===== src/rtl/neopix_rx.sv =====
// neopix_rx -- WS2812 ("NeoPixel") single-wire bitstream decoder.
//
// Samples the strip data line, measures each high pulse and turns it into a
// 0 or 1 bit, assembles 24-bit pixel words MSB first in wire order, and
// reports pixel index, frame end (latch gap) and protocol errors.
//
// Ports:
//   clk_i         system clock (SYSTEM_CLOCK Hz)
//   reset_ni      asynchronous reset, active low; clears all state
//   din_i         WS2812 serial data, asynchronous to clk_i
//   pix_data_o    last completed pixel, bit 23 = first bit received
//   pix_idx_o     index of pix_data_o within the current frame (0-based)
//   pix_valid_o   one-cycle strobe, pix_data_o/pix_idx_o valid this cycle
//   frame_done_o  one-cycle strobe at latch detection
//   frame_len_o   complete pixels in the frame just ended (with frame_done_o)
//   err_o         one-cycle strobe on any protocol error
//   busy_o        high from the first recorded bit until the latch gap
//
// Strobe semantics: pix_valid_o, frame_done_o and err_o are single-cycle
// pulses with no back-pressure; a consumer must sample them every cycle.
// pix_data_o and frame_len_o hold their value until the next update.

module neopix_rx #(
    parameter int SYSTEM_CLOCK = 50000000,
    parameter int NUM_LEDS     = 256,
    parameter int T_BIT1_NS    = 600,
    parameter int T_MIN_NS     = 150,
    parameter int T_MAX_NS     = 2000,
    parameter int T_RESET_NS   = 50000,
    localparam int IDX_W       = (NUM_LEDS > 1) ? $clog2(NUM_LEDS) : 1
) (
    input  logic             clk_i,
    input  logic             reset_ni,
    input  logic             din_i,
    output logic [23:0]      pix_data_o,
    output logic [IDX_W-1:0] pix_idx_o,
    output logic             pix_valid_o,
    output logic             frame_done_o,
    output logic [IDX_W:0]   frame_len_o,
    output logic             err_o,
    output logic             busy_o
);

    // Cycle thresholds derived from the nanosecond timings.
    localparam int CLK_MHZ   = SYSTEM_CLOCK / 1000000;
    localparam int BIT1_CYC  = CLK_MHZ * T_BIT1_NS / 1000;
    localparam int MIN_CYC   = CLK_MHZ * T_MIN_NS / 1000;
    localparam int MAX_CYC   = CLK_MHZ * T_MAX_NS / 1000;
    localparam int RESET_CYC = CLK_MHZ * T_RESET_NS / 1000;
    localparam int CNT_TOP   = (RESET_CYC > MAX_CYC) ? RESET_CYC : MAX_CYC;
    localparam int CNT_W     = $clog2(CNT_TOP + 1);

    localparam logic [CNT_W-1:0] ONE_C      = CNT_W'(1);
    localparam logic [CNT_W-1:0] BIT1_C     = CNT_W'(BIT1_CYC);
    localparam logic [CNT_W-1:0] MIN_C      = CNT_W'(MIN_CYC);
    localparam logic [CNT_W-1:0] MAX_C      = CNT_W'(MAX_CYC);
    // The compare is made on the cycle that would bring the count to RESET_CYC.
    localparam logic [CNT_W-1:0] RST_LAST_C = CNT_W'(RESET_CYC - 1);
    localparam logic [IDX_W:0]   PIX_MAX_C  = (IDX_W + 1)'(NUM_LEDS);
    localparam logic [IDX_W:0]   PIX_ONE_C  = (IDX_W + 1)'(1);

    typedef enum logic [1:0] {
        S_SYNC = 2'd0,
        S_IDLE = 2'd1,
        S_HIGH = 2'd2,
        S_LOW  = 2'd3
    } state_t;

    state_t           state_q;
    logic             sync1_q;
    logic             line_q;
    logic [CNT_W-1:0] hcnt_q;
    logic [CNT_W-1:0] lcnt_q;
    logic [22:0]      shift_q;
    logic [4:0]       bitcnt_q;
    logic [IDX_W:0]   pixcnt_q;
    logic             busy_q;
    logic [23:0]      pix_data_q;
    logic [IDX_W-1:0] pix_idx_q;
    logic             pix_valid_q;
    logic             frame_done_q;
    logic [IDX_W:0]   frame_len_q;
    logic             err_q;

    // Bit decoded from the pulse that is ending, and the word it completes.
    logic             hi_bit;
    logic [23:0]      word_d;
    logic [CNT_W-1:0] lcnt_inc;

    assign hi_bit   = (hcnt_q >= BIT1_C);
    assign word_d   = {shift_q, hi_bit};
    assign lcnt_inc = (lcnt_q == '1) ? lcnt_q : lcnt_q + ONE_C;

    // Two-flop synchronizer for the asynchronous data line.
    always_ff @(posedge clk_i or negedge reset_ni) begin
        if (!reset_ni) begin
            sync1_q <= 1'b0;
            line_q  <= 1'b0;
        end else begin
            sync1_q <= din_i;
            line_q  <= sync1_q;
        end
    end

    always_ff @(posedge clk_i or negedge reset_ni) begin
        if (!reset_ni) begin
            state_q      <= S_SYNC;
            hcnt_q       <= '0;
            lcnt_q       <= '0;
            shift_q      <= '0;
            bitcnt_q     <= '0;
            pixcnt_q     <= '0;
            busy_q       <= 1'b0;
            pix_data_q   <= '0;
            pix_idx_q    <= '0;
            pix_valid_q  <= 1'b0;
            frame_done_q <= 1'b0;
            frame_len_q  <= '0;
            err_q        <= 1'b0;
        end else begin
            pix_valid_q  <= 1'b0;
            frame_done_q <= 1'b0;
            err_q        <= 1'b0;

            case (state_q)
                // Wait for a full latch-length low so decoding never starts
                // in the middle of a frame.
                S_SYNC: begin
                    if (line_q) begin
                        lcnt_q <= '0;
                    end else begin
                        lcnt_q <= lcnt_inc;
                        if (lcnt_q == RST_LAST_C) begin
                            state_q <= S_IDLE;
                        end
                    end
                end

                S_IDLE: begin
                    if (line_q) begin
                        hcnt_q  <= ONE_C;
                        state_q <= S_HIGH;
                    end
                end

                S_HIGH: begin
                    if (line_q) begin
                        if (hcnt_q >= MAX_C) begin
                            // Over-long pulse: drop the frame and resynchronize.
                            err_q    <= 1'b1;
                            shift_q  <= '0;
                            bitcnt_q <= '0;
                            pixcnt_q <= '0;
                            busy_q   <= 1'b0;
                            lcnt_q   <= '0;
                            state_q  <= S_SYNC;
                        end else begin
                            hcnt_q <= hcnt_q + ONE_C;
                        end
                    end else begin
                        lcnt_q  <= ONE_C;
                        state_q <= S_LOW;
                        if (hcnt_q < MIN_C) begin
                            // Glitch: flagged but the frame carries on.
                            err_q <= 1'b1;
                        end else begin
                            busy_q <= 1'b1;
                            if (bitcnt_q == 5'd23) begin
                                bitcnt_q <= '0;
                                shift_q  <= '0;
                                if (pixcnt_q == PIX_MAX_C) begin
                                    // Pixel beyond NUM_LEDS is dropped.
                                    err_q <= 1'b1;
                                end else begin
                                    pix_valid_q <= 1'b1;
                                    pix_data_q  <= word_d;
                                    pix_idx_q   <= pixcnt_q[IDX_W-1:0];
                                    pixcnt_q    <= pixcnt_q + PIX_ONE_C;
                                end
                            end else begin
                                bitcnt_q <= bitcnt_q + 5'd1;
                                shift_q  <= word_d[22:0];
                            end
                        end
                    end
                end

                S_LOW: begin
                    if (line_q) begin
                        hcnt_q  <= ONE_C;
                        state_q <= S_HIGH;
                    end else begin
                        lcnt_q <= lcnt_inc;
                        if (lcnt_q == RST_LAST_C) begin
                            if (busy_q) begin
                                frame_done_q <= 1'b1;
                                frame_len_q  <= pixcnt_q;
                            end
                            if (bitcnt_q != 5'd0) begin
                                err_q <= 1'b1;
                            end
                            shift_q  <= '0;
                            bitcnt_q <= '0;
                            pixcnt_q <= '0;
                            busy_q   <= 1'b0;
                            state_q  <= S_IDLE;
                        end
                    end
                end

                default: begin
                    state_q <= S_SYNC;
                    lcnt_q  <= '0;
                end
            endcase
        end
    end

    assign pix_data_o   = pix_data_q;
    assign pix_idx_o    = pix_idx_q;
    assign pix_valid_o  = pix_valid_q;
    assign frame_done_o = frame_done_q;
    assign frame_len_o  = frame_len_q;
    assign err_o        = err_q;
    assign busy_o       = busy_q;

endmodule


===== config.mk =====
export PLATFORM = sky130hd
export DESIGN_NAME = neopix_rx
export DESIGN_NICKNAME = d
export VERILOG_FILES = /design/src/rtl/neopix_rx.sv
export SDC_FILE = /design/constraint.sdc
export NUM_CORES = 1
export LEC_CHECK = 0
export CAP_MARGIN = 10
export CORE_ASPECT_RATIO = 1.4
export CORE_MARGIN = 3
export CORE_UTILIZATION = 57
export DETAILED_ROUTE_END_ITERATION = 8
export PLACE_DENSITY_LB_ADDON = 0.05
export SYNTH_ARGS = -nofsm -noshare
export SYNTH_HDL_FRONTEND = slang
export SYNTH_SLANG_ARGS = --single-unit

===== constraint.sdc =====
create_clock -name clk_i -period 2.49 [get_ports clk_i]
set_input_delay 0.249 -clock clk_i [delete_from_list [all_inputs] [get_ports clk_i]]
set_output_delay 0.249 -clock clk_i [all_outputs]
set_load 0.005 [all_outputs]

== Yosys cells after proc, flatten, opt, wreduce, memory -nomap -nowiden ==
Index checks and enable logic that the tools add are counted.
Widths: inputs -> output; s select.
Storage, ports and cells
  bits in registers: 110
  output and inout bits: 45
  input port bits: 3
  word-level logic and storage cells: 119
Operators by class
  reductions and logical operators: 13
  bitwise gates (word level): 3
  add/sub/neg operators: 4
  mux-type cells: 63
  eq/ne operators: 18
  $lt $le $gt $ge: 3
Operator list (count)
  $mux 23: 6
  $mux 12: 8
  $mux 9: 7
  $pmux 23 s2: 1
  $pmux 12 s3: 1
  $mux 5: 6
  $add 12x1->12 const B: 2
  $eq 12x12->1 const B: 2
  $pmux 12 s2: 1
  $mux 1: 22
  $pmux 9 s2: 1
  $ge 12x5->1 const B: 1
  $ge 12x7->1 const B: 1
  $lt 12x3->1 const B: 1
  $mux 2: 6
  $ne 2x2->1 const B: 6
  $ne 3x3->1 const B: 4
  $pmux 5 s2: 1
  $reduce_and 5->1: 2
  $add 9x1->9 const B: 1
  $eq 9x9->1 const B: 1
  $pmux 2 s4: 1
  $reduce_and 4->1: 2
  $reduce_and 7->1: 1
  13 further kinds: 19

== Depth between registers and ports, before layout ==
Gate-level depths: netlist (run 1).
  depth after elaboration: 6
  gate-level depth with buffers: 7
  mapped depth without buffers: 7

== Worst setup path before layout (run 1) ==
No wires, ideal clock.
  kind: register to register
  start point: register hcnt_q[0]
  end point: register pix_data_q[6] (netlist: pix_data_o[6])
  period minus slack after synthesis: 2.046 ns
  arrival: 1.921 ns
  slack: 0.444 ns
  library setup time: 0.125 ns
  buffers on the path: 1
  required time: 2.365 ns
  cell stages (with the launch flop): 8
  cells stage by stage: dfrtp_1 ha_1 a211oi_1 and3_1 nor2_4 nand2_1 buf_2 mux2_2
On the way
  word-level cells in the longest chain between the ends: 3
Ends and longest elaborated chain
  from (decl): RTL line 72  | logic [CNT_W-1:0] hcnt_q;
  from (signal assigned): RTL line 158  | hcnt_q <= hcnt_q + ONE_C;
  $lt 12x3->1: RTL line 163  | if (hcnt_q < MIN_C) begin
  $not 1->1 (no source line)
  $reduce_and 5->1 (no source line)
  to (signal assigned): RTL line 176  | pix_data_q <= word_d;
  to (decl): RTL line 78  | logic [23:0] pix_data_q;
No other way between the ends.
A chain may end at the register's enable or synchronous reset.

== Worst setup path in the final report (run 1) ==
  start point: register hcnt_q[0]
  end point: register pix_idx_q[4] (netlist: pix_idx_o[4])
On the way
  word-level cells in the longest chain between the ends: 3
Ends and longest elaborated chain
  $lt 12x3->1: RTL line 163
  $not 1->1 (no source line)
  $reduce_and 5->1 (no source line)
  to (signal assigned): RTL line 177  | pix_idx_q <= pixcnt_q[IDX_W-1:0];
  to (decl): RTL line 79  | logic [IDX_W-1:0] pix_idx_q;
No other way between the ends.

==> impl_results.md, run 1 <==
* Top cells by instance count after synthesis: dfrtp_1, nor2_1, mux2_1
* CTS tree: yes
* Pwr dens at 560 mW/mm²
* Worst EP arrival at 2.44 ns
* CTS Buf Count at 9
* H-tree depth at 3
* Final Hold Vio Count at 0
* Largest net degree at the start of global routing at 51
* Syn Nets at 423
* Startpoint types: flop
* Chip height at 117 µm
* Share of layout cells above drive strength 1 at 0.131
* Gr usage total at 0.207
* WHS Endpoint: sync1_q$_DFF_PN0_
* Syn avg cell area at 12.0 µm²
* Main synth FF type: dfrtp_1
* CTS sink cnt at 110
* Sequential fraction of the synthesis area at 0.553
* Synthesized area at 0.00498 mm²
* Worst Path Buf+Inv at 1
* Drc violations at 0
* Initial antenna violation count at 0
* WHS Path Cells at 1
* HPWL Detailed at 6740 µm
* Slowest stage delay, CP at 0.43 ns
* DR pass1 iterations at 4
* Layout area overhead at 19.5%
* Worst-skew pair later-pin latency at 0.35 ns
* Core Box Area at 0.00834 mm²
* R2r setup slk at 0.28 ns
* HP Start: din_i
* EDFF count, synth at 0
* Worst-path maximum fanout at 11
* CP Cell Sequence: ha_1, a211oi_1, and3_1, nor2_4, nand2_4, buf_4, mux2_1
* Status: finished, final reports clean
* Worst Tran Pin Value at 0.708 ns
* RR Endpoint: pix_idx_o[4]$_DFFE_PN0P_
* WL/cell at 16.8 µm
* Initial core utilization at 0.596
* Diode count at 0
* CP max-delay cell: dfrtp_1
* Hold WC Path Type: primary input to flop
* Largest area contributor in the netlist: dfrtp_1
* Max clock buf depth at 2
* Fmax at 453 MHz
* Die area at 0.00990 mm²
* Post-CTS setup buffers at 0
* Remaining antenna violation count at 0
* Count leader, synth: dfrtp_1
* WL final at 9680 µm
* Number of global-route vias before repair at 3,418
* Setup slack after layout at 0.281 ns
* Max VDD drop at 0.428 mV
* Synth top area share at 0.553
* CTS root buf: clkbuf_16
* CP delay by family, top: simple AND/OR/NAND/NOR gates
* Setup TNS at 0 ns
* Yosys warning count at 0
* Crit path required time at 2.73 ns
* Vias at 3,406
* Final period util at 0.887
* Ports at 48
* Slew HR at 0.527
* Pleak at 2.84 nW
* Number of core rows at 39
* Clk slew on worst S/H paths at 0.07 ns
* FF-to-FF path depth at 7
* Unrepaired setup endpoints after global routing: false
* Final #Nets at 479
* R2R Path Start: hcnt_q[0]$_DFFE_PN0P_
* Initial DRC count at 306
* Slew Limit Fails at 0
* Flops & latches, synth at 110
* Cell count after synthesis at 413
* FFs w/ async S/R, synth at 1.00
* Post-Place Setup Slack at 0.188 ns
* # port buffers at 47
* Distinct cells, synth at 61
* Global route total overflow at 0
* Setup Skew at 0.00576 ns
* Max Cap Viol at 0
* Number of setup violations in the final report at 0
* Chip width at 85.0 µm
* Minimum clock period at 2.21 ns
* Nature of the critical path endpoint: flop
* Routability cong. at 0.883
* Wire length of the first global-routing pass at 16,200 µm
* Top post-synthesis cells by area: dfrtp_1, mux2_1, a22o_1
* Crit Path Class: flop to flop
* DR vias/cell at 5.91
[logic make-up after synthesis]
logic type               after synthesis  synth area share
AO/OA/AOI/OAI                         85             0.132
XOR/XNOR                              13            0.0229
adder cells (fa/ha/maj)                8            0.0196
buffers and inverters                 34            0.0314
flip-flops                           110             0.553
multiplexers                          44            0.0991
AND/OR/NAND/NOR                      119             0.142
[worst register-to-register path, stage by stage, from the launching register on]
cell and delay [ns]:
dfrtp_1 0.43, ha_1 0.28, a211oi_1 0.31, and3_1 0.28, nor2_4 0.07, nand2_4 0.17
buf_4 0.22, mux2_1 0.34
[per-layer routing]
layer | part of all wire | GRT usage | vias up | routed length (µm)
li1 | - | - | 1621 | -
met1 | 0.44 | 0.254 | 1695 | 4240
met3 | 0.033 | 0.0388 | 18 | 324
met2 | 0.50 | 0.349 | 72 | 4880
met4 | 0.023 | 0.109 | 0 | 223
met5 | 0 | 0 | - | 0
[area by class of cell]
class / instances / area (µm²)
fill: 588 / 2400
sequential: 110 / 2750
tap: 102 / 128
timing repair buffer: 65 / 631
multi-input combinational: 269 / 2070
inverter: 14 / 52.6
clock inverter: 6 / 67.6
clock buffer: 10 / 239
[layout by cell type, fill, tap and decap left out, types with 3 or more instances in the layout]
cell type        count
nand3_1             10
dfrtp_1            110
o31ai_1             10
clkdlybuf4s50_1     46
nand2b_1             7
ha_1                 7
and2_1               5
nor4_1               5
xor2_1              11
o21ai_0              9
nand4_1              9
o211ai_1             8
inv_1               14
a21oi_1              9
nor3_1               3
nor3b_1              3
nand2_1             12
nor2_1              29
clkbuf_16            9
buf_4               16
a22o_1              22
mux2_2              14
nor4b_1              3
nor2b_1              5
mux2_1              28
a31oi_1              5
a21o_1               4
and3_1               8
[power by group]
| part | leakage [nW] | internal (W) | switching [W] |
|---|---|---|---|
| Sequential | 1.53 | 0.00179 | 0.00000659 |
| Combinational | 1.16 | 0.0000190 | 0.0000515 |
| Clock | 0.145 | 0.000813 | 0.000651 |
[flip-flops by register name (all words and copies together), names as in the netlist]
register / flops
bitcnt_q: 5
busy_o: 1
err_o: 1
frame_done_o: 1
frame_len_o: 9
hcnt_q: 12
lcnt_q: 12
line_q: 1
pix_data_o: 24
pix_idx_o: 8
pix_valid_o: 1
pixcnt_q: 9
shift_q: 23
state_q: 2
sync1_q: 1
[what timing repair did]
item                                    4_1_cts  5_1_grt
endpoints found under the setup margin        0        3
hold endpoints to repair                     42        0
hold buffers                                  1        0
gates resized for setup                       0        1
[stage by stage]
| step | util | hold slack [ns] | instance area [µm²] | total power (W) | std cells |
|---|---|---|---|---|---|
| finish | 0.712 | 0.345 | 5940 | 0.00333 | 576 |
| floorplan | - | -0.0466 | 4980 | 0.00185 | 413 |
| global placement | 0.674 | 0.275 | 5620 | 0.00190 | 559 |
| global route | 0.712 | 0.348 | 5940 | 0.00343 | 576 |
| detailed placement | 0.674 | 0.275 | 5620 | 0.00190 | 559 |
| CTS | 0.712 | 0.331 | 5940 | 0.00336 | 576 |
[worst max path at each step]
stage | start | endpoint | slack (ns) | cells past startpoint
detailed placement | hcnt_q[0]$_DFFE_PN0P_ | pix_idx_o[4]$_DFFE_PN0P_ | 0.19 | 7
global placement | pixcnt_q[0]$_DFFE_PN0P_ | pix_idx_o[3]$_DFFE_PN0P_ | 0.26 | 7
floorplan | hcnt_q[0]$_DFFE_PN0P_ | pix_data_o[6]$_DFFE_PN0P_ | 0.44 | 7
CTS | hcnt_q[0]$_DFFE_PN0P_ | pix_idx_o[4]$_DFFE_PN0P_ | 0.17 | 7
global route | hcnt_q[0]$_DFFE_PN0P_ | pix_idx_o[4]$_DFFE_PN0P_ | 0.11 | 7
finish | hcnt_q[0]$_DFFE_PN0P_ | pix_idx_o[4]$_DFFE_PN0P_ | 0.28 | 7
(Power assumes the default switching activity.)
==> inputs of run 2 (changes only) <==
SKIP_CTS_REPAIR_TIMING = 1   (was not set)
==> results of run 2 <==
Same layout as run 1: the final DEF is identical, and so are final timing and power.
Main changes from that run: via count of the first global-routing pass 3418 -> 3415; met1 usage 0.254 -> 0.253
==> inputs of run 3 (changes only) <==
CORE_UTILIZATION = 36   (was 57)
==> impl_results.md, run 3 (synthesis results as in run 1) <==
* Remaining antenna violation count at 0 (unchanged)
* Ports at 48 (unchanged)
* Pleak at 2.83 nW (was 2.84 nW)
* Commonest non-fill, non-tap cells in the layout: dfrtp_1, clkdlybuf4s50_1, nor2_1 (unchanged)
* Setup Skew at 0.00996 ns (was 0.00576 ns)
* # port buffers at 47 (unchanged)
* Max VDD drop at 0.387 mV (was 0.428 mV)
* Power Internal at 0.00250 W (was 0.00262 W)
* Layout area overhead at 21.3% (was 19.5%)
* Initial core utilization at 0.370 (was 0.596)
* CTS tree: yes (unchanged)
* Status: finished, final reports clean (unchanged)
* Wire length of the first global-routing pass at 17,600 µm (was 16,200 µm)
* Worst EP arrival at 2.50 ns (was 2.44 ns)
* Worst-skew pair later-pin latency at 0.35 ns (about the same)
* Final Hold Vio Count at 0 (unchanged)
* Sw Share at 0.228 (was 0.213)
* Number of core rows at 50 (was 39)
* Minimum clock period at 2.21 ns (about the same)
* Fmax at 452 MHz (was 453 MHz)
* CTS root buf: clkbuf_16 (unchanged)
* FF-to-FF path depth at 7 (unchanged)
* Slew Limit Fails at 0 (unchanged)
* Initial antenna violation count at 0 (unchanged)
* Share of layout cells above drive strength 1 at 0.134 (was 0.131)
* Max reg flops at 24 (unchanged)
* HP Start: din_i (unchanged)
* CTS sink cnt at 110 (unchanged)
* Dpl cells at 642 (was 559)
* Number of global-route vias before repair at 3,462 (was 3,415)
* H-tree depth at 3 (unchanged)
* Crit Path Class: flop to flop (unchanged)
* Sequential power share at 0.554 (was 0.540)
* Final Non-Filler Cells at 658 (was 576)
* DR vias/cell at 5.16 (was 5.91)
* CTS Buf Count at 9 (unchanged)
* Drc violations at 0 (unchanged)
* Global route total overflow at 0 (unchanged)
* Final period util at 0.889 (was 0.887)
* Crit path required time at 2.78 ns (was 2.73 ns)
* Slew HR at 0.496 (was 0.527)
* HPWL Detailed at 7300 µm (was 6740 µm)
* Max Cap Viol at 0 (unchanged)
* Comb power frac at 0.022 (was 0.021)
* Worst-path maximum fanout at 12 (was 11)
* Largest net degree at the start of global routing at 54 (was 51)
* Routability cong. at 0.788 (was 0.883)
* Gr usage total at 0.141 (was 0.207)
* Hold WC Path Type: primary input to flop (unchanged)
* Clk slew on worst S/H paths at 0.08 ns (was 0.07 ns)
* Initial DRC count at 81 (was 306)
* Worst Tran Pin Value at 0.753 ns (was 0.708 ns)
* WHS Endpoint: sync1_q$_DFF_PN0_ (unchanged)
* Clock Power Share at 0.424 (was 0.439)
* Most common cell after layout, fill and taps aside: dfrtp_1 (unchanged)
* Nature of the critical path endpoint: flop (unchanged)
* WL/cell at 15.7 µm (was 16.8 µm)
* Final #Nets at 482 (was 479)
* Vias at 3,397 (was 3,406)
* DR pass1 iterations at 4 (unchanged)
* Filler cells at 1,270 (was 588)
* Chip width at 105 µm (was 85.0 µm)
* Unrepaired setup endpoints after global routing: false (unchanged)
* RR Endpoint: shift_q[3]$_DFFE_PN0P_ (was pix_idx_o[4]$_DFFE_PN0P_)
* Chip height at 145 µm (was 117 µm)
* Number of setup violations in the final report at 0 (unchanged)
* Setup TNS at 0 ns (unchanged)
* P_sw at 0.000741 W (was 0.000709 W)
* Startpoint types: flop (unchanged)
* Die area at 0.0153 mm² (was 0.00990 mm²)
* WL final at 10,400 µm (was 9680 µm)
* WHS Path Cells at 1 (unchanged)
* Pwr dens at 537 mW/mm² (was 560 mW/mm²)
* Diode count at 0 (unchanged)
* Max clock buf depth at 2 (unchanged)
* Core Box Area at 0.0135 mm² (was 0.00834 mm²)
* R2r setup slk at 0.28 ns (about the same)
* R2R Path Start: hcnt_q[0]$_DFFE_PN0P_ (unchanged)
-- run 3: layer usage --
layer	vias up	wire, µm	global-route usage	share of wire
met2	49	5110	0.229	0.49
met1	1714	4850	0.189	0.47
met4	0	148	0.0506	0.014
met3	11	251	0.0245	0.024
met5	-	0	0	0
li1	1623	-	-	-
-- run 3: worst max path at each step --
stage                       startpoint                         to  slack [ns]  cells past startpoint
2_1_floorplan    hcnt_q[0]$_DFFE_PN0P_  pix_data_o[6]$_DFFE_PN0P_        0.44                      7
6_report         hcnt_q[0]$_DFFE_PN0P_     shift_q[3]$_DFFE_PN0P_        0.28                      7
3_3_place_gp   pixcnt_q[1]$_DFFE_PN0P_   pix_idx_o[0]$_DFFE_PN0P_        0.30                      8
5_1_grt          hcnt_q[1]$_DFFE_PN0P_     shift_q[3]$_DFFE_PN0P_        0.04                      7
3_5_place_dp     hcnt_q[1]$_DFFE_PN0P_     shift_q[3]$_DFFE_PN0P_        0.22                      7
4_1_cts          hcnt_q[1]$_DFFE_PN0P_    shift_q[10]$_DFFE_PN0P_        0.21                      7
-- run 3: final cells by class --
| cell class | instances | area [µm²] | area share |
|---|---|---|---|
| multi-input combinational | 269 | 2070 | 0.343 |
| tap | 182 | 228 | 0.0377 |
| timing repair buffer | 68 | 653 | 0.108 |
| inverter | 14 | 52.6 | 0.00871 |
| sequential | 110 | 2750 | 0.456 |
| clock inverter | 6 | 55.1 | 0.00912 |
| clock buffer | 9 | 225 | 0.0373 |
-- run 3: through the flow --
| stage | util | cell area (µm²) | setup WS, ns | power (W) | hold WS (ns) |
|---|---|---|---|---|---|
| 3_3_place_gp | 0.427 | 5750 | 0.298 | 0.00191 | 0.211 |
| 5_1_grt | 0.449 | 6040 | 0.0377 | 0.00338 | 0.340 |
| 4_1_cts | 0.448 | 6030 | 0.209 | 0.00330 | -0.162 |
| 2_1_floorplan | - | 4980 | 0.444 | 0.00185 | -0.0466 |
| 3_5_place_dp | 0.427 | 5750 | 0.224 | 0.00191 | 0.216 |
| 6_report | 0.449 | 6040 | 0.276 | 0.00324 | 0.337 |
-- run 3: power groups by stage --
stage,Sequential (W),Clock [W],Combinational (W)
2_1_floorplan,0.00183,0,0.0000244
3_3_place_gp,0.00183,0,0.0000746
3_5_place_dp,0.00183,0,0.0000758
4_1_cts,0.00180,0.00143,0.0000761
5_1_grt,0.00180,0.00150,0.0000852
6_report,0.00180,0.00138,0.0000729
-- run 3: critical path: stages, from the launching register on --
cell and delay (ns):
dfrtp_1 0.36, ha_1 0.26, a211oi_1 0.12, and3_1 0.20, nand2b_1 0.18, nor2_1 0.60
buf_4 0.30, a22o_1 0.14
